<file path="config.mk">
export PLATFORM = sky130hd
export DESIGN_NAME = uart_core_flat
export DESIGN_NICKNAME = d
export VERILOG_FILES = /design/src/rtl/uart_pkg.sv /design/src/rtl/uart_if.sv /design/src/rtl/uart_rx_fifo.sv /design/src/rtl/uart_core.sv /design/src/flat_wrapper.sv
export SDC_FILE = /design/constraint.sdc
export NUM_CORES = 1
export LEC_CHECK = 0
export CAP_MARGIN = 20
export CORE_MARGIN = 2
export CORE_UTILIZATION = 61
export DETAILED_ROUTE_END_ITERATION = 12
export HOLD_SLACK_MARGIN = 0.1
export PLACE_DENSITY = 0.79
export SLEW_MARGIN = 0
export SYNTH_ARGS = -nofsm -noshare
export SYNTH_HDL_FRONTEND = slang
export SYNTH_SLANG_ARGS = --single-unit
</file>
<file path="constraint.sdc">
create_clock -name clk -period 2.9 [get_ports clk]
set_input_delay 0.435 -clock clk [delete_from_list [all_inputs] [get_ports clk]]
set_output_delay 0.435 -clock clk [all_outputs]
set_load 0.005 [all_outputs]
</file>
<file path="src/rtl/uart_pkg.sv">
// uart_pkg: shared types and constants for the UART core.
//   tx_state_t / rx_state_t : serial FSM state encodings
//   uart_div()              : system clocks per oversampling tick
// Optional parity support is selected with the UART_PARITY_EN macro.
package uart_pkg;

  typedef enum logic [2:0] {
    TX_IDLE,
    TX_START,
    TX_DATA,
`ifdef UART_PARITY_EN
    TX_PARITY,
`endif
    TX_STOP
  } tx_state_t;

  typedef enum logic [2:0] {
    RX_IDLE,
    RX_START,
    RX_DATA,
`ifdef UART_PARITY_EN
    RX_PARITY,
`endif
    RX_STOP
  } rx_state_t;

  // round(clk_hz / (baud * oversample)), never below 1
  function automatic int unsigned uart_div(input int unsigned clk_hz,
                                           input int unsigned baud,
                                           input int unsigned oversample);
    int unsigned denom;
    int unsigned d;
    denom = baud * oversample;
    d     = (clk_hz + denom / 2) / denom;
    return (d == 0) ? 1 : d;
  endfunction

endpackage

</file>
<file path="src/rtl/uart_if.sv">
// uart_if: host-side byte interface of the UART.
//   tx_data/tx_valid/tx_ready : transmit push (transfer on valid & ready)
//   rx_data/rx_valid/rx_ready : receive FIFO pop (show-ahead head)
//   rx_frame_err/rx_overrun   : one-cycle receive error pulses
//   parity_odd/rx_parity_err  : only with UART_PARITY_EN
// master = host side, slave = UART side.
interface uart_if #(
  parameter int unsigned DATA_BITS = 8
);
  logic [DATA_BITS-1:0] tx_data;
  logic                 tx_valid;
  logic                 tx_ready;
  logic [DATA_BITS-1:0] rx_data;
  logic                 rx_valid;
  logic                 rx_ready;
  logic                 rx_frame_err;
  logic                 rx_overrun;
`ifdef UART_PARITY_EN
  logic                 parity_odd;
  logic                 rx_parity_err;

  modport master (
    output tx_data, tx_valid, rx_ready, parity_odd,
    input  tx_ready, rx_data, rx_valid, rx_frame_err, rx_overrun, rx_parity_err
  );
  modport slave (
    input  tx_data, tx_valid, rx_ready, parity_odd,
    output tx_ready, rx_data, rx_valid, rx_frame_err, rx_overrun, rx_parity_err
  );
`else
  modport master (
    output tx_data, tx_valid, rx_ready,
    input  tx_ready, rx_data, rx_valid, rx_frame_err, rx_overrun
  );
  modport slave (
    input  tx_data, tx_valid, rx_ready,
    output tx_ready, rx_data, rx_valid, rx_frame_err, rx_overrun
  );
`endif
endinterface

</file>
<file path="src/rtl/uart_rx_fifo.sv">
// uart_rx_fifo: synchronous show-ahead FIFO for received frames.
//   i_push/i_data : write request from the RX FSM
//   i_pop         : pop request (ignored while empty)
//   o_data        : head entry, o_valid : not empty
//   o_overrun     : one-cycle pulse when a push is dropped because full
module uart_rx_fifo #(
  parameter int unsigned DATA_BITS = 8,
  parameter int unsigned DEPTH     = 16
) (
  input  logic                 clk,
  input  logic                 rst,
  input  logic                 i_push,
  input  logic [DATA_BITS-1:0] i_data,
  input  logic                 i_pop,
  output logic [DATA_BITS-1:0] o_data,
  output logic                 o_valid,
  output logic                 o_overrun
);
  localparam int unsigned AW = $clog2(DEPTH);
  localparam int unsigned CW = AW + 1;

  logic [DATA_BITS-1:0] r_mem [DEPTH];
  logic [AW-1:0]        r_wr_ptr;
  logic [AW-1:0]        r_rd_ptr;
  logic [CW-1:0]        r_count;
  logic                 r_valid;
  logic                 r_overrun;
  logic [CW-1:0]        w_count;
  logic                 w_full;
  logic                 w_pop;
  logic                 w_push;

  // A push into a full FIFO still lands if the head is popped the same cycle
  assign w_full = (r_count == CW'(DEPTH));
  assign w_pop  = i_pop && r_valid;
  assign w_push = i_push && (!w_full || w_pop);

  always_comb begin
    w_count = r_count;
    if (w_push && !w_pop)      w_count = r_count + CW'(1);
    else if (!w_push && w_pop) w_count = r_count - CW'(1);
  end

  always_ff @(posedge clk or negedge rst) begin
    if (!rst) begin
      for (int i = 0; i < int'(DEPTH); i++) r_mem[i] <= '0;
      r_wr_ptr  <= '0;
      r_rd_ptr  <= '0;
      r_count   <= '0;
      r_valid   <= 1'b0;
      r_overrun <= 1'b0;
    end else begin
      if (w_push) begin
        r_mem[r_wr_ptr] <= i_data;
        r_wr_ptr        <= r_wr_ptr + AW'(1);
      end
      if (w_pop) r_rd_ptr <= r_rd_ptr + AW'(1);
      r_count   <= w_count;
      r_valid   <= (w_count != '0);
      r_overrun <= i_push && w_full && !w_pop;
    end
  end

  assign o_data    = r_mem[r_rd_ptr];
  assign o_valid   = r_valid;
  assign o_overrun = r_overrun;

endmodule

</file>
<file path="src/rtl/uart_core.sv">
// uart_core: parametrised full-duplex UART with oversampling tick,
// glitch-filtered receiver, framing check and receive FIFO.
//   clk, rst : system clock, asynchronous active-low reset
//   rx       : serial input (asynchronous), tx : serial output, idle high
//   bus      : uart_if.slave host byte interface
// UART_PARITY_EN adds a parity bit to both directions.
module uart_core
  import uart_pkg::*;
#(
  parameter int unsigned CLK_HZ        = 50_000_000,
  parameter int unsigned BAUD          = 9600,
  parameter int unsigned OVERSAMPLE    = 16,
  parameter int unsigned DATA_BITS     = 8,
  parameter int unsigned RX_FIFO_DEPTH = 16
) (
  input  logic   clk,
  input  logic   rst,
  input  logic   rx,
  output logic   tx,
  uart_if.slave  bus
);
  localparam int unsigned DIV   = uart_div(CLK_HZ, BAUD, OVERSAMPLE);
  localparam int unsigned DIV_W = (DIV > 1) ? $clog2(DIV) : 1;
  localparam int unsigned OS_W  = $clog2(OVERSAMPLE);
  localparam int unsigned BIT_W = $clog2(DATA_BITS);

  // Oversampling tick generator
  logic [DIV_W-1:0] r_tick_cnt;
  logic             w_tick;

  assign w_tick = (r_tick_cnt == DIV_W'(DIV - 1));

  always_ff @(posedge clk or negedge rst) begin
    if (!rst)        r_tick_cnt <= '0;
    else if (w_tick) r_tick_cnt <= '0;
    else             r_tick_cnt <= r_tick_cnt + DIV_W'(1);
  end

  // Transmit FSM
  tx_state_t            r_tx_state, w_tx_state;
  logic [OS_W-1:0]      r_tx_os, w_tx_os;
  logic [BIT_W-1:0]     r_tx_bit, w_tx_bit;
  logic [DATA_BITS-1:0] r_tx_shift, w_tx_shift;
  logic                 r_tx, w_tx;
  logic                 r_tx_ready, w_tx_ready;
  logic                 w_tx_bit_end;
`ifdef UART_PARITY_EN
  logic                 r_tx_par, w_tx_par;
`endif

  assign w_tx_bit_end = w_tick && (r_tx_os == OS_W'(OVERSAMPLE - 1));

  always_comb begin
    w_tx_state = r_tx_state;
    w_tx_os    = r_tx_os;
    w_tx_bit   = r_tx_bit;
    w_tx_shift = r_tx_shift;
    w_tx       = r_tx;
`ifdef UART_PARITY_EN
    w_tx_par   = r_tx_par;
`endif
    if (w_tick) w_tx_os = r_tx_os + OS_W'(1);
    case (r_tx_state)
      TX_IDLE: begin
        w_tx_os = '0;
        w_tx    = 1'b1;
        if (bus.tx_valid) begin
          w_tx_state = TX_START;
          w_tx_shift = bus.tx_data;
          w_tx_bit   = '0;
          w_tx       = 1'b0;
`ifdef UART_PARITY_EN
          w_tx_par   = (^bus.tx_data) ^ bus.parity_odd;
`endif
        end
      end
      TX_START: begin
        if (w_tx_bit_end) begin
          w_tx_os    = '0;
          w_tx_state = TX_DATA;
          w_tx       = r_tx_shift[0];
        end
      end
      TX_DATA: begin
        if (w_tx_bit_end) begin
          w_tx_os = '0;
          if (r_tx_bit == BIT_W'(DATA_BITS - 1)) begin
`ifdef UART_PARITY_EN
            w_tx_state = TX_PARITY;
            w_tx       = r_tx_par;
`else
            w_tx_state = TX_STOP;
            w_tx       = 1'b1;
`endif
          end else begin
            w_tx_shift = {1'b0, r_tx_shift[DATA_BITS-1:1]};
            w_tx_bit   = r_tx_bit + BIT_W'(1);
            w_tx       = r_tx_shift[1];
          end
        end
      end
`ifdef UART_PARITY_EN
      TX_PARITY: begin
        if (w_tx_bit_end) begin
          w_tx_os    = '0;
          w_tx_state = TX_STOP;
          w_tx       = 1'b1;
        end
      end
`endif
      TX_STOP: begin
        if (w_tx_bit_end) begin
          w_tx_os    = '0;
          w_tx_state = TX_IDLE;
          w_tx       = 1'b1;
        end
      end
      default: begin
        w_tx_state = TX_IDLE;
        w_tx       = 1'b1;
      end
    endcase
    w_tx_ready = (w_tx_state == TX_IDLE);
  end

  always_ff @(posedge clk or negedge rst) begin
    if (!rst) begin
      r_tx_state <= TX_IDLE;
      r_tx_os    <= '0;
      r_tx_bit   <= '0;
      r_tx_shift <= '0;
      r_tx       <= 1'b1;
      r_tx_ready <= 1'b1;
`ifdef UART_PARITY_EN
      r_tx_par   <= 1'b0;
`endif
    end else begin
      r_tx_state <= w_tx_state;
      r_tx_os    <= w_tx_os;
      r_tx_bit   <= w_tx_bit;
      r_tx_shift <= w_tx_shift;
      r_tx       <= w_tx;
      r_tx_ready <= w_tx_ready;
`ifdef UART_PARITY_EN
      r_tx_par   <= w_tx_par;
`endif
    end
  end

  assign tx           = r_tx;
  assign bus.tx_ready = r_tx_ready;

  // RX input synchroniser; resets to the idle line level
  logic r_rx_meta, r_rx_sync;

  always_ff @(posedge clk or negedge rst) begin
    if (!rst) begin
      r_rx_meta <= 1'b1;
      r_rx_sync <= 1'b1;
    end else begin
      r_rx_meta <= rx;
      r_rx_sync <= r_rx_meta;
    end
  end

  // Receive FSM
  rx_state_t            r_rx_state, w_rx_state;
  logic [OS_W-1:0]      r_rx_os, w_rx_os;
  logic [BIT_W-1:0]     r_rx_bit, w_rx_bit;
  logic [DATA_BITS-1:0] r_rx_shift, w_rx_shift;
  logic                 r_frame_err, w_frame_err;
  logic                 w_push;
  logic                 w_rx_bit_end;
`ifdef UART_PARITY_EN
  logic                 r_rx_par_bad, w_rx_par_bad;
  logic                 r_parity_err, w_parity_err;
`endif

  assign w_rx_bit_end = w_tick && (r_rx_os == OS_W'(OVERSAMPLE - 1));

  always_comb begin
    w_rx_state   = r_rx_state;
    w_rx_os      = r_rx_os;
    w_rx_bit     = r_rx_bit;
    w_rx_shift   = r_rx_shift;
    w_frame_err  = 1'b0;
    w_push       = 1'b0;
`ifdef UART_PARITY_EN
    w_rx_par_bad = r_rx_par_bad;
    w_parity_err = 1'b0;
`endif
    if (w_tick) w_rx_os = r_rx_os + OS_W'(1);
    case (r_rx_state)
      RX_IDLE: begin
        w_rx_os = '0;
        if (w_tick && !r_rx_sync) w_rx_state = RX_START;
      end
      // Half-bit resample of the start bit rejects short glitches
      RX_START: begin
        if (w_tick && (r_rx_os == OS_W'(OVERSAMPLE / 2 - 1))) begin
          w_rx_os  = '0;
          w_rx_bit = '0;
`ifdef UART_PARITY_EN
          w_rx_par_bad = 1'b0;
`endif
          w_rx_state = r_rx_sync ? RX_IDLE : RX_DATA;
        end
      end
      RX_DATA: begin
        if (w_rx_bit_end) begin
          w_rx_os    = '0;
          w_rx_shift = {r_rx_sync, r_rx_shift[DATA_BITS-1:1]};
          if (r_rx_bit == BIT_W'(DATA_BITS - 1)) begin
`ifdef UART_PARITY_EN
            w_rx_state = RX_PARITY;
`else
            w_rx_state = RX_STOP;
`endif
          end else begin
            w_rx_bit = r_rx_bit + BIT_W'(1);
          end
        end
      end
`ifdef UART_PARITY_EN
      RX_PARITY: begin
        if (w_rx_bit_end) begin
          w_rx_os      = '0;
          w_rx_par_bad = r_rx_sync ^ (^r_rx_shift) ^ bus.parity_odd;
          w_rx_state   = RX_STOP;
        end
      end
`endif
      // Stop sampled at midpoint; return to IDLE at once to catch back-to-back starts
      RX_STOP: begin
        if (w_rx_bit_end) begin
          w_rx_os     = '0;
          w_rx_state  = RX_IDLE;
          w_frame_err = !r_rx_sync;
`ifdef UART_PARITY_EN
          w_parity_err = r_rx_par_bad;
          w_push       = r_rx_sync && !r_rx_par_bad;
`else
          w_push       = r_rx_sync;
`endif
        end
      end
      default: w_rx_state = RX_IDLE;
    endcase
  end

  always_ff @(posedge clk or negedge rst) begin
    if (!rst) begin
      r_rx_state   <= RX_IDLE;
      r_rx_os      <= '0;
      r_rx_bit     <= '0;
      r_rx_shift   <= '0;
      r_frame_err  <= 1'b0;
`ifdef UART_PARITY_EN
      r_rx_par_bad <= 1'b0;
      r_parity_err <= 1'b0;
`endif
    end else begin
      r_rx_state   <= w_rx_state;
      r_rx_os      <= w_rx_os;
      r_rx_bit     <= w_rx_bit;
      r_rx_shift   <= w_rx_shift;
      r_frame_err  <= w_frame_err;
`ifdef UART_PARITY_EN
      r_rx_par_bad <= w_rx_par_bad;
      r_parity_err <= w_parity_err;
`endif
    end
  end

  assign bus.rx_frame_err = r_frame_err;
`ifdef UART_PARITY_EN
  assign bus.rx_parity_err = r_parity_err;
`endif

  uart_rx_fifo #(
    .DATA_BITS (DATA_BITS),
    .DEPTH     (RX_FIFO_DEPTH)
  ) u_rx_fifo (
    .clk       (clk),
    .rst       (rst),
    .i_push    (w_push),
    .i_data    (w_rx_shift),
    .i_pop     (bus.rx_ready),
    .o_data    (bus.rx_data),
    .o_valid   (bus.rx_valid),
    .o_overrun (bus.rx_overrun)
  );

endmodule

</file>
<file path="src/flat_wrapper.sv">
// flat-port wrapper written by rule: the top's interface ports become plain ports
module uart_core_flat import uart_pkg::*;
#(
  parameter int unsigned CLK_HZ        = 50_000_000,
  parameter int unsigned BAUD          = 9600,
  parameter int unsigned OVERSAMPLE    = 16,
  parameter int unsigned DATA_BITS     = 8,
  parameter int unsigned RX_FIFO_DEPTH = 16
)
  (clk, rst, rx, tx, bus_tx_data, bus_tx_valid, bus_rx_ready, bus_tx_ready, bus_rx_data, bus_rx_valid, bus_rx_frame_err, bus_rx_overrun);
  uart_if #(.DATA_BITS(DATA_BITS)) bus_i ();
  input  logic clk;
  input  logic rst;
  input  logic rx;
  output logic tx;
  input wire logic [$bits(bus_i.tx_data)-1:0] bus_tx_data;
  input wire logic [$bits(bus_i.tx_valid)-1:0] bus_tx_valid;
  input wire logic [$bits(bus_i.rx_ready)-1:0] bus_rx_ready;
  output wire logic [$bits(bus_i.tx_ready)-1:0] bus_tx_ready;
  output wire logic [$bits(bus_i.rx_data)-1:0] bus_rx_data;
  output wire logic [$bits(bus_i.rx_valid)-1:0] bus_rx_valid;
  output wire logic [$bits(bus_i.rx_frame_err)-1:0] bus_rx_frame_err;
  output wire logic [$bits(bus_i.rx_overrun)-1:0] bus_rx_overrun;
  assign bus_i.tx_data = bus_tx_data;
  assign bus_i.tx_valid = bus_tx_valid;
  assign bus_i.rx_ready = bus_rx_ready;
  assign bus_tx_ready = bus_i.tx_ready;
  assign bus_rx_data = bus_i.rx_data;
  assign bus_rx_valid = bus_i.rx_valid;
  assign bus_rx_frame_err = bus_i.rx_frame_err;
  assign bus_rx_overrun = bus_i.rx_overrun;
  uart_core #(.CLK_HZ(CLK_HZ), .BAUD(BAUD), .OVERSAMPLE(OVERSAMPLE), .DATA_BITS(DATA_BITS), .RX_FIFO_DEPTH(RX_FIFO_DEPTH)) u_core (.clk(clk), .rst(rst), .rx(rx), .tx(tx), .bus(bus_i));
endmodule
</file>
==> results of run 1 <==
==> metal layers <==
layer / routed length (um) / part of all wire (%) / global-route usage [%] / vias to the layer above
met4: 469 / 2.5 / 11.3 / 0
met2: 10200 / 53 / 47.8 / 213
met3: 1070 / 5.6 / 6.88 / 43
li1: - / - / - / 2799
met1: 7360 / 39 / 33.6 / 3046
met5: 0 / 0 / 0 / -
==> cell families (layout without fill, tap and decap cells) <==
logic type                 count (synthesis)  count (layout)  share of synthesized area (%)
AOI/OAI and AO/OA                        165             165                           10.1
adders and majority gates                 16              16                           2.33
buffers and inverters                     65             120                           2.91
other                                      1               1                         0.0436
and+or+nand+nor                          255             255                           13.9
DFF                                      192             192                           56.0
muxes                                     57              57                           12.5
xor gates and xnor gates                  22              22                           2.24
==> metrics by stage <==
stage          area (um2)  cells  util [%]  worst slack [ns]  hold slack (ns)
3_3_place_gp         9240    970      66.8             0.343            0.351
4_1_cts              9980   1009      72.2            0.0273            0.357
6_report             9970   1008      72.1            0.0877            0.356
2_1_floorplan        8590    773         -             0.242            0.139
5_1_grt              9970   1008      72.1            0.0167            0.366
3_5_place_dp         9240    970      66.8             0.302            0.347
==> power by group <==
group	internal (uW)	leakage [uW]	switching, uW
clock network	1600	0.000324	980
logic	42.0	0.00135	74.9
registers	2700	0.00262	16.6
total	4350	0.00429	1070
==> worst max path at each step <==
stage	startpoint	to	slack, ns
after floorplan	u_core.u_rx_fifo.r_rd_ptr[0]$_DFFE_PN0P_	bus_rx_data[0]	0.24
after global placement	u_core.u_rx_fifo.r_rd_ptr[0]$_DFFE_PN0P_	bus_rx_data[1]	0.34
after detailed placement	u_core.r_tick_cnt[1]$_DFF_PN0_	u_core.u_rx_fifo.o_valid$_DFF_PN0_	0.30
after CTS	u_core.u_rx_fifo.r_rd_ptr[0]$_DFFE_PN0P_	bus_rx_data[7]	0.03
after global routing	u_core.u_rx_fifo.r_rd_ptr[0]$_DFFE_PN0P_	bus_rx_data[4]	0.02
final	u_core.u_rx_fifo.r_rd_ptr[0]$_DFFE_PN0P_	bus_rx_data[7]	0.09
==> sequential cells by signal, indices dropped and copies added (netlist names) <==
| register | cells |
|---|---|
| u_core.u_rx_fifo.r_wr_ptr | 4 |
| u_core.r_rx_bit | 3 |
| u_core.r_tx_state | 3 |
| u_core.r_tx_shift | 8 |
| u_core.r_rx_sync | 1 |
| u_core.r_rx_meta | 1 |
| u_core.bus.rx_frame_err | 1 |
| u_core.r_tx_os | 4 |
| u_core.u_rx_fifo.o_overrun | 1 |
| u_core.u_rx_fifo.o_valid | 1 |
| u_core.r_rx_os | 4 |
| u_core.r_rx_shift | 8 |
| u_core.bus.tx_ready | 1 |
| u_core.r_rx_state | 2 |
| u_core.u_rx_fifo.r_mem | 128 |
| u_core.tx | 1 |
| u_core.r_tick_cnt | 9 |
| u_core.r_tx_bit | 3 |
| u_core.u_rx_fifo.r_rd_ptr | 4 |
| u_core.u_rx_fifo.r_count | 5 |
==> cell type report <==
class / instances / share of cell area [%]
Inverter: 19 / 0.716
Sequential cell: 192 / 48.3
Multi-Input combinational cell: 516 / 35.5
Clock buffer: 22 / 4.76
Clock inverter: 10 / 1.83
Timing Repair Buffer: 69 / 6.64
Tap cell: 180 / 2.26
==> critical path, stage by stage (launching register included) <==
cell                              delay, ns
sky130_fd_sc_hd__dfrtp_2               0.46
sky130_fd_sc_hd__buf_6                 0.14
sky130_fd_sc_hd__buf_16                0.12
sky130_fd_sc_hd__mux4_2                0.50
sky130_fd_sc_hd__mux4_2                0.50
sky130_fd_sc_hd__clkdlybuf4s15_1       0.22
==> repair_timing <==
action,CTS,global route
endpoints found under the hold margin,42,0
setup buffers,4,0
cloned,2,0
resized for setup,11,5
setup endpoints to repair,8,4
hold buffers,1,0
==> placed cells by master (no fill, tap or decap), drive strengths merged, types with 3 or more instances in the layout <==
| cell type | instances |
|---|---|
| inv | 20 |
| dfrtp | 188 |
| nand3 | 15 |
| and3 | 7 |
| clkdlybuf4s15 | 3 |
| clkdlybuf4s50 | 16 |
| mux4 | 40 |
| xnor2 | 15 |
| ha | 16 |
| a21oi | 9 |
| clkinv | 4 |
| xor2 | 7 |
| nand4 | 10 |
| o21ai | 138 |
| nand4b | 4 |
| dlygate4sd2 | 5 |
| a31oi | 3 |
| nor2 | 41 |
| clkbuf | 23 |
| nand2 | 151 |
| bufinv | 5 |
| dfstp | 4 |
| mux2i | 16 |
| nor3 | 8 |
| nand3b | 4 |
| buf | 43 |
| nor2b | 3 |
==> reports/qor.txt, run 1 <==
=======================================================================================
Outcome                                                                       completed
Proportion of netlist area held by the largest area contributor                   54.7%
Final routed wire length divided by cell count                                  18.9 um
Multi-input gate area in the final layout                                      3540 um2
Setup repair after global routing missed its margin                               false
Setup Total Neg Slack                                                              0 ns
Clock tree root driver cell                                                sky130_fd_sc_hd__clkbuf_16
Final cycle utilization of the critical path                                      97.0%
Num Clock Sinks                                                                     192
Die X-Extent                                                                     123 um
Cell type with the largest total area after synthesis                      sky130_fd_sc_hd__dfrtp_1
Most repeated cell in the gate-level netlist after synthesis               sky130_fd_sc_hd__dfrtp_1
Pins Over Slew Limit                                                                  0
Row count                                                                            43
Crit path capture type                                                     primary output
Count of warnings emitted by yosys                                                    0
Clock tree skew after final layout                                           0.00957 ns
Tot GR Track Use                                                                  27.8%
Area added between synthesis and finish                                           16.0%
Number of remaining DRC errors                                                        0
Number of nets produced by synthesis                                                802
End point of the most critical hold path                                   u_core.r_rx_sync$_DFF_PN1_
Worst flop-to-flop path startpoint                                         u_core.r_tick_cnt[1]$_DFF_PN0_
Depth of the worst register-to-register path                                          8
Count of TritonRoute iterations in the first routing pass                             5
Min-Delay Path Class                                                         reg -> reg
Deepest clock path buffer count                                                       2
Maximum number of pins on one net before global-route repair                         59
Area of the mapped netlist                                                     8590 um2
IO Port Bufs                                                                         25
Endpoint of the worst register-to-register path                            u_core.u_rx_fifo.o_valid$_DFF_PN0_
Total routed wirelength                                                         19.1 mm
Diodes inserted                                                                       0
Gp weighted congestion                                                            0.837
Share of final-layout standard cells stronger than drive strength 1               15.3%
Gr ovfl total                                                                         0
Post-DP HPWL                                                                    12.8 mm
Setup slack of the most critical reg-to-reg path                                0.24 ns
Chip Height                                                                      123 um
Antenna violations before repair                                                      0
Max cap viols                                                                         0
Final critical delay including setup and external delays                        2.81 ns
Classification of the worst setup path                                       reg -> out
Total via count after detailed routing                                             6101
Achievable frequency                                                            356 MHz
Number of clock buffers inserted by TritonCTS                                        17
Count of endpoints failing hold in the final timing report                            0
Dominant synthesized flop cell                                             sky130_fd_sc_hd__dfrtp_1
Worst Max-Slew Pin Slew                                                        0.552 ns
Worst Min Path Start                                                       u_core.r_rx_meta$_DFF_PN1_
Fillcell total                                                                      927
Worst supply voltage drop on vdd                                               0.430 mV
Area of the die                                                               15100 um2
Via-per-instance ratio                                                             6.05
Share of flip-flops with an asynchronous set or reset                              100%
CTS tree                                                                            yes
Startpoint type of the worst setup path                                       flip-flop
Leading post-synthesis cells by cell area                                  sky130_fd_sc_hd__dfrtp_1, sky130_fd_sc_hd__mux4_2, sky130_fd_sc_hd__o21ai_1, sky130_fd_sc_hd__nand2_1, sky130_fd_sc_hd__ha_1
Required arrival time at the worst endpoint                                     2.47 ns
Mapped Avg Cell Area                                                           11.1 um2
Power density over the cells                                                 544 nW/um2
Proportion of synthesized chip area in sequential cells                           56.0%
Number of cells produced by synthesis                                               773
Crit-path max FO                                                                      6
Num ports                                                                            26
Data arrival time of the critical path                                          2.38 ns
Commonest cells in the netlist                                             sky130_fd_sc_hd__dfrtp_1, sky130_fd_sc_hd__nand2_1, sky130_fd_sc_hd__o21ai_1
Hold path cells                                                                       0
Number of enable flip-flop cells after synthesis                                      0
Nets                                                                                844
Initial cell density of the core                                                  62.2%
Number of global-route vias before repair                                          6270
Number of violations reported at the end of detailed-routing iteration 0            646
Clock network latency to the later pin of the worst-skew pair                   0.43 ns
Number of distinct library cells after synthesis                                     49
Power consumption                                                               5420 uW
Leakage power total                                                          0.00429 uW
Clock transition at path regs                                                   0.06 ns
Final number of setup-violating endpoints                                             0
Normalized max-slew margin                                                        62.9%
Core area                                                                     13800 um2
Number of synthesized register bits                                                 192
Register area                                                                  4810 um2
Final ANT Viol Nets                                                                   0
Total number of H-tree levels                                                         4
Wire length of the first global-routing pass                                    31.5 mm
=======================================================================================
Power figures use the tool's default switching activity.
==> run 2: changes to the inputs <==
--- a/config.mk
+++ b/config.mk
@@ -10,6 +10,7 @@
 export CORE_UTILIZATION = 61
 export DETAILED_ROUTE_END_ITERATION = 12
 export HOLD_SLACK_MARGIN = 0.1
+export MAX_ROUTING_LAYER = met4
 export PLACE_DENSITY = 0.79
 export SLEW_MARGIN = 0
 export SYNTH_ARGS = -nofsm -noshare
==> run 2 against run 1 <==
Effect of this change:
- critical path depth is the same
- core utilization is 0.17 points higher
- final area rose by 0.24%
- final cell count about the same
- combinational power about the same
- clock-buffer cell count unchanged
- die area unchanged
- clock skew barely moved
- global-route usage is 0.79 points higher
- largest cell class unchanged
- largest power group unchanged
==> reports/qor.txt, run 2 (synthesis results as in run 1) <==
=======================================================================================
Die X-Extent                                                                     123 um
Area of the die                                                               15100 um2
Crit path capture type                                                     primary output
Count of TritonRoute iterations in the first routing pass                             6
Final cell count without fillers                                                   1009
Clock tree root driver cell                                                sky130_fd_sc_hd__clkbuf_16
Num ports                                                                            26
Number of global-route vias before repair                                          6272
Max FFs per register                                                                128
Normalized max-slew margin                                                        63.4%
Share of final-layout standard cells stronger than drive strength 1               15.4%
Core area                                                                     13800 um2
Largest registers                                                          u_core.u_rx_fifo.r_mem: 128 flops, u_core.r_tick_cnt: 9 flops
Classification of the worst setup path                                       reg -> out
Final number of setup-violating endpoints                                             0
Antenna violations before repair                                                      0
Total via count after detailed routing                                             6074
Gp weighted congestion                                                            0.850
Final routed wire length divided by cell count                                  18.9 um
Nets                                                                                845
Leakage power total                                                          0.00430 uW
Worst Max-Slew Pin Slew                                                        0.545 ns
Most used cells in the layout excluding fill and tap cells                 sky130_fd_sc_hd__dfrtp_1, sky130_fd_sc_hd__nand2_1, sky130_fd_sc_hd__o21ai_1, sky130_fd_sc_hd__nor2_1, sky130_fd_sc_hd__mux4_2
Power density over the cells                                                 543 nW/um2
Worst flop-to-flop path startpoint                                         u_core.r_tick_cnt[1]$_DFF_PN0_
Worst Min Path Start                                                       u_core.r_rx_meta$_DFF_PN1_
Fraction of the core area covered by cells at the end of the flow                 72.2%
Via-per-instance ratio                                                             6.02
Post-DP HPWL                                                                    12.8 mm
Clock tree skew after final layout                                           0.00946 ns
Chip Height                                                                      123 um
Area added between synthesis and finish                                           16.2%
Count of endpoints failing hold in the final timing report                            0
Gr ovfl total                                                                         0
Final cycle utilization of the critical path                                      98.5%
Number of clock buffers inserted by TritonCTS                                        17
Total instance count after detailed placement                                       970
Setup slack of the most critical reg-to-reg path                                0.24 ns
Achievable frequency                                                            350 MHz
Wire length of the first global-routing pass                                    31.5 mm
Worst hold margin                                                              0.356 ns
Setup Total Neg Slack                                                              0 ns
Depth of the worst register-to-register path                                          8
Deepest clock path buffer count                                                       2
Post-Place Worst Slack                                                         0.302 ns
Total number of H-tree levels                                                         4
Commonest non-fill, non-tap cell in the layout                             sky130_fd_sc_hd__dfrtp_1
Setup repair after global routing missed its margin                                true
Number of violations reported at the end of detailed-routing iteration 0            586
Tot GR Track Use                                                                  28.6%
Maximum number of pins on one net before global-route repair                         59
Worst setup slack after layout                                                0.0443 ns
Crit-path max FO                                                                      6
Startpoint type of the worst setup path                                       flip-flop
Final ANT Viol Nets                                                                   0
End point of the most critical hold path                                   u_core.r_rx_sync$_DFF_PN1_
Data arrival time of the critical path                                          2.42 ns
Endpoint of the worst register-to-register path                            u_core.u_rx_fifo.o_valid$_DFF_PN0_
Most flops, register                                                       u_core.u_rx_fifo.r_mem
Clock network latency to the later pin of the worst-skew pair                   0.43 ns
Max cap viols                                                                         0
Initial cell density of the core                                                  62.2%
Required arrival time at the worst endpoint                                     2.47 ns
CTS tree                                                                            yes
Number of remaining DRC errors                                                        0
Final critical delay including setup and external delays                        2.86 ns
Hold path cells                                                                       0
Pins Over Slew Limit                                                                  0
Row count                                                                            43
Worst supply voltage drop on vdd                                               0.430 mV
Min-Delay Path Class                                                         reg -> reg
Clock transition at path regs                                                   0.06 ns
Total routed wirelength                                                         19.0 mm
Outcome                                                                       completed
IO Port Bufs                                                                         25
Diodes inserted                                                                       0
Num Clock Sinks                                                                     192
=======================================================================================
[run 2: cell count changes in the layout (fill, tap and decap cells not counted), sizes merged]
cell  delta
buf      +1
[run 2: worst max-delay path by stage]
stage,start,end,slack [ns],depth (start not counted)
6_report,u_core.u_rx_fifo.r_rd_ptr[0]$_DFFE_PN0P_,bus_rx_data[6],0.04,5
5_1_grt,u_core.u_rx_fifo.r_rd_ptr[0]$_DFFE_PN0P_,bus_rx_data[6],-0.02,5
4_1_cts,u_core.u_rx_fifo.r_rd_ptr[0]$_DFFE_PN0P_,bus_rx_data[7],0.03,5
3_5_place_dp,u_core.r_tick_cnt[1]$_DFF_PN0_,u_core.u_rx_fifo.o_valid$_DFF_PN0_,0.30,8
3_3_place_gp,u_core.u_rx_fifo.r_rd_ptr[0]$_DFFE_PN0P_,bus_rx_data[1],0.34,4
2_1_floorplan,u_core.u_rx_fifo.r_rd_ptr[0]$_DFFE_PN0P_,bus_rx_data[0],0.24,4
[run 2: report_power, final]
| group | switching [uW] | internal, uW |
|---|---|---|
| clock | 985 | 1600 |
| sequential | 16.5 | 2700 |
| combinational | 75.1 | 42.0 |
| total | 1080 | 4350 |
[run 2: metrics by stage]
step / instance area, um2 / power, uW
2_1_floorplan: 8590 / 2800
3_3_place_gp: 9240 / 2890
3_5_place_dp: 9240 / 2890
4_1_cts: 9980 / 5460
5_1_grt: 9990 / 5590
6_report: 9990 / 5420
[run 2: area by class of cell]
class	instances	area, um2
clock inverters	10	183
multi-input cells	516	3540
fillers	925	3840
repair buffers	70	686
inverters	19	71.3
well taps	180	225
flip-flops and latches	192	4810
clock buffers	22	474
[run 2: critical path, stage by stage (launching register included)]
cell	delay [ns]
sky130_fd_sc_hd__dfrtp_2	0.45
sky130_fd_sc_hd__buf_4	0.15
sky130_fd_sc_hd__buf_12	0.12
sky130_fd_sc_hd__mux4_2	0.51
sky130_fd_sc_hd__mux4_2	0.49
sky130_fd_sc_hd__dlygate4sd2_1	0.28
[run 2: what timing repair did]
item                                    4_1_cts  5_1_grt
hold endpoints to repair                     42        0
hold buffers                                  1        0
gates cloned                                  2        0
buffers inserted                              4        0
endpoints found under the setup margin        8        3
resized for setup                            11        4
[run 2: metal layers]
| metal | wire length, um | GRT usage [%] | vias up |
|---|---|---|---|
| met1 | 7350 | 33.7 | 3028 |
| li1 | - | - | 2806 |
| met4 | 449 | 11.9 | 0 |
| met3 | 1070 | 6.32 | 38 |
| met2 | 10200 | 47.7 | 202 |
| met5 | 0 | - | - |
==> run 3: changes to the inputs <==
==> constraint.sdc (replaced) <==
create_clock -name clk -period 3.2 [get_ports clk]
set_input_delay 0.48 -clock clk [delete_from_list [all_inputs] [get_ports clk]]
set_output_delay 0.48 -clock clk [all_outputs]
set_load 0.005 [all_outputs]
==> run 3 against run 2 <==
Effect of this change:
- clock skew fell by 0.0018 ns
- first-iteration DRC count rose by 17%
- sequential share of layout area rose by 0.88 points
- wire length rose by 4.0%
- die area did not move
- via count rose by 2.3%
- global-route usage rose by 0.74 points
- sequential power fell by 9.2%
- clock power fell by 17%
- critical path depth fell by 1
- critical endpoint is now bus_rx_data[4]
==> reports/qor.txt, run 3 (synthesis results as in run 1) <==
=======================================================================================
Number of remaining DRC errors                                                        0
Core area                                                                     13800 um2
Initial cell density of the core                                                  62.2%
Register area                                                                  4810 um2
Final cycle utilization of the critical path                                      96.3%
Pins Over Slew Limit                                                                  0
Final routed wire length divided by cell count                                  19.9 um
Longest individual stage delay on the worst path                                0.55 ns
Setup repair after global routing missed its margin                               false
Highest-delay cell along the critical path                                 sky130_fd_sc_hd__mux4_2
Clock transition at path regs                                                   0.06 ns
Crit path capture type                                                     primary output
Resized cells post-CTS                                                                0
Diodes inserted                                                                       0
Share of final-layout standard cells stronger than drive strength 1               14.3%
Tot GR Track Use                                                                  29.3%
Fraction of the core area covered by cells at the end of the flow                 70.9%
Post-DP HPWL                                                                    12.7 mm
Row count                                                                            43
Total instance count after detailed placement                                       964
CP cell instances                                                          buf_12 -> mux4_2 -> mux4_2 -> clkdlybuf4s50_1
Die X-Extent                                                                     123 um
Area added between synthesis and finish                                           14.1%
Worst supply voltage drop on vdd                                               0.388 mV
Num ports                                                                            26
Deepest clock path buffer count                                                       2
Area of the die                                                               15100 um2
Final ANT Viol Nets                                                                   0
Maximum number of pins on one net before global-route repair                         84
Largest registers                                                          u_core.u_rx_fifo.r_mem: 128 flops, u_core.r_tick_cnt: 9 flops
Worst hold margin                                                              0.105 ns
Final critical delay including setup and external delays                        3.08 ns
Total via count after detailed routing                                             6215
Antenna violations before repair                                                      0
Via-per-instance ratio                                                             6.23
Clock network latency to the later pin of the worst-skew pair                   0.43 ns
Clock tree root driver cell                                                sky130_fd_sc_hd__clkbuf_16
Commonest non-fill, non-tap cell in the layout                             sky130_fd_sc_hd__dfrtp_1
CTS tree                                                                            yes
Final number of setup-violating endpoints                                             0
Required arrival time at the worst endpoint                                     2.72 ns
Total number of H-tree levels                                                         4
Count of TritonRoute iterations in the first routing pass                             5
Chip Height                                                                      123 um
Classification of the worst setup path                                       reg -> out
Buffers and inverters on the worst path                                               2
Worst Max-Slew Pin Slew                                                        0.731 ns
Leakage power total                                                          0.00416 uW
Max cap viols                                                                         0
Data arrival time of the critical path                                          2.60 ns
Power density over the cells                                                 482 nW/um2
Outcome                                                                       completed
IO Port Bufs                                                                         25
Total routed wirelength                                                         19.8 mm
Min-Delay Path Class                                                        in -> async
Crit-path max FO                                                                     18
Number of clock buffers inserted by TritonCTS                                        17
Clock tree skew after final layout                                           0.00761 ns
Cell family contributing the most delay on the critical path               multiplexers
Gp weighted congestion                                                            0.833
Most used cells in the layout excluding fill and tap cells                 sky130_fd_sc_hd__dfrtp_1, sky130_fd_sc_hd__nand2_1, sky130_fd_sc_hd__o21ai_1, sky130_fd_sc_hd__nor2_1, sky130_fd_sc_hd__mux4_2
Startpoint type of the worst setup path                                       flip-flop
Normalized max-slew margin                                                        51.1%
Fillcell total                                                                      910
Num Clock Sinks                                                                     192
Achievable frequency                                                            325 MHz
Power consumption                                                               4730 uW
Gr ovfl total                                                                         0
Multi-input gate area in the final layout                                      3540 um2
Max FFs per register                                                                128
Count of endpoints failing hold in the final timing report                            0
CP dominant cell by count                                                  sky130_fd_sc_hd__mux4_2
Number of violations reported at the end of detailed-routing iteration 0            686
Wire length of the first global-routing pass                                    32.4 mm
Number of global-route vias before repair                                          6255
Final cell count without fillers                                                    997
Setup Total Neg Slack                                                              0 ns
Number of buffers inserted to repair setup after CTS                                  0
Most flops, register                                                       u_core.u_rx_fifo.r_mem
Nets                                                                                833
=======================================================================================
-- run 3: cell count changes in the layout (fill, tap and decap cells not counted), moves of 3 or more --
| cell | delta |
|---|---|
| sky130_fd_sc_hd__buf_4 | -7 |
| sky130_fd_sc_hd__bufinv_16 | -3 |
| sky130_fd_sc_hd__clkdlybuf4s15_1 | -3 |
| sky130_fd_sc_hd__clkdlybuf4s50_1 | +8 |
| sky130_fd_sc_hd__clkinvlp_4 | +4 |
| sky130_fd_sc_hd__dlygate4sd2_1 | -5 |
-- run 3: worst reg2reg max path, cell delays in order (launching register included) --
cell and delay [ns]:
sky130_fd_sc_hd__dfrtp_1 0.40, sky130_fd_sc_hd__inv_1 0.06, sky130_fd_sc_hd__ha_1 0.20, sky130_fd_sc_hd__nand4bb_4 0.16
sky130_fd_sc_hd__nor4_4 0.53, sky130_fd_sc_hd__nor3b_2 0.42, sky130_fd_sc_hd__nand3b_1 0.57, sky130_fd_sc_hd__nand2_1 0.25
sky130_fd_sc_hd__o21ai_1 0.10
-- run 3: area by class of cell --
class                      instances  area share, %
sequential                       192           49.0
multi-input combinational        516           36.1
timing repair buffer              58           5.68
clock buffer                      24           5.11
tap                              180           2.30
clock inverter                     8           1.06
inverter                          19          0.727
-- run 3: worst paths after layout --
kind	startpoint	endpoint	slack, ns	depth (start not counted)
worst max-delay path	u_core.u_rx_fifo.r_rd_ptr[0]$_DFFE_PN0P_	bus_rx_data[4]	0.12	4
worst min-delay path	rst	u_core.u_rx_fifo.r_mem[88]$_DFFE_PN0P_	0.11	1
worst max register to register	u_core.r_tick_cnt[1]$_DFF_PN0_	u_core.u_rx_fifo.r_mem[97]$_DFFE_PN0P_	0.37	8
worst min register to register	u_core.r_rx_meta$_DFF_PN1_	u_core.r_rx_sync$_DFF_PN1_	0.36	0
max in group asynchronous	rst	u_core.u_rx_fifo.r_mem[13]$_DFFE_PN0P_	2.17	2
min in group clk	u_core.r_rx_meta$_DFF_PN1_	u_core.r_rx_sync$_DFF_PN1_	0.36	0
-- run 3: power by group --
| group | internal [uW] | switching (uW) | leakage, uW |
|---|---|---|---|
| combinational | 36.5 | 70.9 | 0.00126 |
| clock | 1260 | 900 | 0.000285 |
| sequential | 2450 | 14.5 | 0.00262 |
-- run 3: repair_timing --
| action | 4_1_cts | 5_1_grt |
|---|---|---|
| endpoints found under the hold margin | 0 | 0 |
| hold buffers | 0 | 0 |
| setup endpoints to repair | 0 | 1 |
-- run 3: through the flow --
stage               area (um2)  worst slack, ns
floorplan                 8590            0.497
CTS                       9780           0.0612
global route              9810           0.0358
global placement          9180            0.558
finish                    9810            0.119
detailed placement        9180            0.420
-- run 3: layer usage --
metal  GRT usage (%)  wire [um]  vias up
met2            44.6       9890      278
met3            7.71       1550       42
met5               -          0        -
li1                -          -     2780
met1            37.7       7940     3115
met4            12.4        428        0
